===== config.mk =====
export PLATFORM = sky130hd
export DESIGN_NAME = friet_c_lwc_deserializer_in
export DESIGN_NICKNAME = d
export VERILOG_FILES = /design/src/rtl/friet_c_lwc_deserializer_in.sv
export SDC_FILE = /design/constraint.sdc
export NUM_CORES = 1
export LEC_CHECK = 0
export CAP_MARGIN = 20
export CORE_MARGIN = 4
export CORE_UTILIZATION = 50
export DETAILED_ROUTE_END_ITERATION = 7
export GPL_TIMING_DRIVEN = 0
export PLACE_DENSITY = 0.95
export SLEW_MARGIN = 20
export SYNTH_ARGS = -nofsm -noshare
export SYNTH_HDL_FRONTEND = slang
export SYNTH_SLANG_ARGS = --single-unit
export TNS_END_PERCENT = 30

===== constraint.sdc =====
create_clock -name clk -period 2.8 [get_ports clk]
set_input_delay 0.28 -clock clk [delete_from_list [all_inputs] [get_ports clk]]
set_output_delay 0.28 -clock clk [all_outputs]
set_load 0.01 [all_outputs]

===== src/rtl/friet_c_lwc_deserializer_in.sv =====
// Packs G_WIDTH-bit input words into G_BLOCK_WORDS-word blocks, zero-padding a
// short final block and flagging the block that holds the message's last word.
module friet_c_lwc_deserializer_in #(
    parameter int G_WIDTH       = 32,
    parameter int G_BLOCK_WORDS = 4,
    localparam int CW           = $clog2(G_BLOCK_WORDS + 1)
) (
    input  logic                               clk,
    input  logic                               rst,
    input  logic [G_WIDTH-1:0]                 din,
    input  logic                               din_last,
    input  logic                               din_valid,
    output logic                               din_ready,
    output logic [G_WIDTH*G_BLOCK_WORDS-1:0]   block_out,
    output logic [CW-1:0]                      block_words,
    output logic                               block_last,
    output logic                               block_valid,
    input  logic                               block_ready
);

    // state | meaning
    // FILL  | collecting words into the block, block_valid=0
    // FULL  | holding a finished block for downstream, block_valid=1
    typedef enum logic {FILL, FULL} state_t;

    state_t                             state, state_nxt;
    logic [CW-1:0]                      count, count_nxt;
    logic [G_WIDTH*G_BLOCK_WORDS-1:0]   data_q, data_nxt;
    logic                               last_q, last_nxt;
    logic                               in_xfer, out_xfer;

    assign block_valid = (state == FULL);
    // In FULL a word can only enter when the held block leaves on the same edge.
    assign din_ready   = !rst && ((state == FILL) || block_ready);
    assign in_xfer     = din_valid && din_ready;
    assign out_xfer    = block_valid && block_ready;

    assign block_out   = data_q;
    assign block_words = count;
    assign block_last  = last_q;

    always_comb begin
        state_nxt = state;
        count_nxt = count;
        data_nxt  = data_q;
        last_nxt  = last_q;
        case (state)
            FILL: begin
                if (in_xfer) begin
                    for (int i = 0; i < G_BLOCK_WORDS; i++) begin
                        if (count == CW'(i)) begin
                            data_nxt[i*G_WIDTH +: G_WIDTH] = din;
                        end
                    end
                    count_nxt = count + CW'(1);
                    if ((count == CW'(G_BLOCK_WORDS - 1)) || din_last) begin
                        state_nxt = FULL;
                        last_nxt  = din_last;
                    end
                end
            end
            FULL: begin
                if (out_xfer) begin
                    state_nxt = FILL;
                    count_nxt = '0;
                    data_nxt  = '0;
                    last_nxt  = 1'b0;
                    if (in_xfer) begin
                        data_nxt[G_WIDTH-1:0] = din;
                        count_nxt             = CW'(1);
                        if (din_last) begin
                            state_nxt = FULL;
                            last_nxt  = 1'b1;
                        end
                    end
                end
            end
            default: state_nxt = FILL;
        endcase
    end

    always_ff @(posedge clk) begin
        if (rst) begin
            state  <= FILL;
            count  <= '0;
            data_q <= '0;
            last_q <= 1'b0;
        end else begin
            state  <= state_nxt;
            count  <= count_nxt;
            data_q <= data_nxt;
            last_q <= last_nxt;
        end
    end

endmodule


==> summary.md <==
| Metric | Value |
|---|---|
| Grt met3 use | `9.22%` |
| Post-Syn Nets | `670` |
| Cell variety after synth | `28` |
| DR DRC count | `0` |
| Clk_skew | `11.2 ps` |
| Largest net degree at the start of global routing | `17` |
| R2R cell count | `5` |
| Area of the multi-input gates | `2310 µm²` |
| Required time worst endpoint | `2520 ps` |
| Pwr Density | `635 nW/µm²` |
| Die span in x | `113 µm` |
| FILL cells | `670` |
| Setup Fix Bufs, Post-CTS | `0` |
| Final setup fails | `0` |
| Main combinational cell family by area after synthesis | `compound AO/OA/AOI/OAI gates` |
| # nets final | `858` |
| CP max FO | `10` |
| Ranking of synthesized cells by area | `dfxtp_1, nand3_1, o21ai_0` |
| Post-CTS Resized | `0` |
| Post-route ant nets | `0` |
| I/O Pins | `171` |
| Final Max Slew Viols | `0` |
| Synth area leader | `dfxtp_1` |
| Commonest non-fill, non-tap cells in the layout | `clkdlybuf4s50_1, dfxtp_1, nand3_1, nand2_1, o21ai_0` |
| GRT Overall Usage | `31.2%` |
| Mapped Area | `5470 µm²` |
| DR pass1 iterations | `7` |
| Clk_lat worst skew | `530 ps` |
| Combinational Power Share | `11.1%` |
| Yosys Warn Count | `0` |
| Row cnt | `37` |
| Met2 usage | `51.1%` |
| Antenna violations before repair | `0` |
| Share of synthesized registers carrying an async set or reset | `0%` |
| Sw Ratio | `24.5%` |
| Mean area per synthesized cell | `8.70 µm²` |
| Area share of the largest cell type after synthesis | `48.7%` |
| TritonCTS buffer count | `17` |
| Startpoint Class | `flip-flop` |
| Crit Reg-Reg Startpoint | `block_valid` |
| R2R Setup Slk | `710 ps` |
| Clk slew on worst S/H paths | `60 ps` |
| Global-route wire length before repair | `31500 µm` |
| Core footprint | `10500 µm²` |
| Synth Flop Type | `dfxtp_1` |
| GRT met1 Usage | `38.1%` |
| # diodes | `0` |
| Initial core utilization | `52.2%` |
| Total internal power | `3.83 mW` |
| Fraction of layout cells with a size suffix above 1 | `9.65%` |
| Synth Area in XOR/XNOR | `0%` |
| Clock Power Share | `49.6%` |
| Final min period | `2140 ps` |
| VDD IR max | `425 µV` |
| WP data arrival | `1860 ps` |
| RePlAce Congestion | `0.878` |
| EDFF count, synth | `0` |
| Post-route clock period utilization | `76.3%` |
| Post-DR vias/cell | `6.16` |
| Final wirelength | `20100 µm` |
| Via count | `5949` |
| Hold path depth | `5` |
| Endpoint, Worst Hold | `block_out[96]` |
| Type of the worst min-delay path | `input port to flip-flop` |
| Seq/Total Area, Yosys | `48.7%` |
| FF/Latch Area | `2660 µm²` |
| Synth Area in Compound Gates | `21.2%` |
| RSZ-0062 raised after global routing | `no` |
| Flop pwr share | `39.3%` |
| Commonest non-fill, non-tap cell in the layout | `clkdlybuf4s50_1` |
| Drt wl/cell | `20.8 µm` |
| Dpl hpwl | `13700 µm` |
| Crit. End Element | `primary output` |
| Longest Clk Path Bufs | `2` |
| Simple-Gate Fraction of Synth Area | `19.7%` |
| P_leak | `2.72 nW` |
| Htree depth | `4` |
| Net Switching | `1.25 mW` |
| Slew @ Worst Pin | `831 ps` |
| R2r endpoint | `block_out[64]` |
| Relative slew slack | `44.6%` |
| PortBufs | `169` |
| FF+latch count, synth | `133` |
| Clk root buf | `clkbuf_8` |
| Chip height | `113 µm` |
| DIE AREA | `12700 µm²` |
| CTS tree | `done` |
| Area grow syn2layout | `46.2%` |
| Clock sinks | `133` |
| Synth Area in Adders | `1.14%` |
| CTS Hold Bufs | `0` |
| Iteration-0 DRC Markers | `537` |
| Maximum clock rate | `468 MHz` |
| Global route overflow | `0` |
| Endpoints failing hold | `0` |
| Post-Route Setup TNS | `0 ps` |
| Overall Power | `5.08 mW` |
| Max-cap check violation count | `0` |
| Hold path startpoint | `rst` |
| GRT busiest layer | `met2` |
| Vias in the first global route | `5841` |
| Outcome | `complete, no violations` |
| Critical Setup Path Class | `flip-flop to primary output` |
| Synthesized instance count | `628` |
| Post-synthesis mux area share | `0.183%` |
power by group through the flow:
stage / logic (mW) / clock network, mW / registers (mW)
5_1_grt: 0.593 / 2.60 / 2.00
2_1_floorplan: 0.227 / 0 / 2.05
6_report: 0.561 / 2.52 / 2.00
3_5_place_dp: 0.539 / 0 / 2.03
3_3_place_gp: 0.521 / 0 / 2.03
4_1_cts: 0.548 / 2.51 / 1.99
layer usage:
layer,vias to the layer above,share of wire [%]
li1,2607,-
met1,2834,38
met2,415,48
met3,93,10
met4,0,4.3
met5,-,0
worst max-delay path: stages (launching register included):
cell and delay [ps]:
dfxtp_1 360, buf_6 160, nand2b_1 110, nor2b_1 160, clkdlybuf4s50_1 550
synth_stat cells (2+ instances only):
| master | number |
|---|---|
| a2111oi_0 | 8 |
| a2111oi_1 | 26 |
| a21oi_1 | 36 |
| a22oi_1 | 2 |
| a31o_1 | 29 |
| a31o_2 | 6 |
| and2_1 | 3 |
| buf_1 | 7 |
| buf_2 | 26 |
| buf_6 | 7 |
| clkbuf_1 | 22 |
| clkbuf_2 | 8 |
| dfxtp_1 | 133 |
| ha_1 | 5 |
| inv_1 | 37 |
| nand2_1 | 66 |
| nand3_1 | 96 |
| nand3b_1 | 32 |
| nor2_1 | 4 |
| nor2b_1 | 4 |
| o21ai_0 | 59 |
| o21ai_1 | 6 |
through the flow:
stage                     cells  area (µm²)  utilization (%)  hold WS [ps]  worst slack (ps)
after floorplan             628        5470                -           410              1160
after global placement      933        7330             70.0           441               659
after detailed placement    933        7330             70.0           452               542
after CTS                   965        7990             76.4           332               662
after global routing        965        7990             76.4           384               558
final                       965        7990             76.4           372               663
final cells by class:
type / count / area share (%)
clock inverters: 14 / 3.10
well taps: 136 / 2.13
plain buffers: 70 / 4.48
clock buffers: 18 / 5.23
multi-input cells: 388 / 28.9
repair buffers: 169 / 21.2
inverters: 37 / 1.74
flip-flops and latches: 133 / 33.3
how the worst max path moves through the flow:
stage	slack, ps	endpoint	from	cells past startpoint
2_1_floorplan	1160	block_out[1]	block_words[0]	6
3_3_place_gp	660	block_out[65]	block_ready	5
3_5_place_dp	540	block_out[64]	block_ready	5
4_1_cts	660	din_ready	block_valid	4
5_1_grt	560	din_ready	block_valid	4
6_report	660	din_ready	block_valid	4
registers in the layout, indices dropped and copies added, names as in the netlist:
register and cells:
block_out 128, block_words 3, block_last 1, block_valid 1
cells by family (layout without fill, tap and decap cells):
family / Yosys count / after routing
muxes: 1 / 1
adders and majority gates: 5 / 5
buffers and inverters: 107 / 308
DFF: 133 / 133
and+or+nand+nor: 210 / 210
AOI/OAI and AO/OA: 172 / 172
Power figures use the tool's default switching activity.
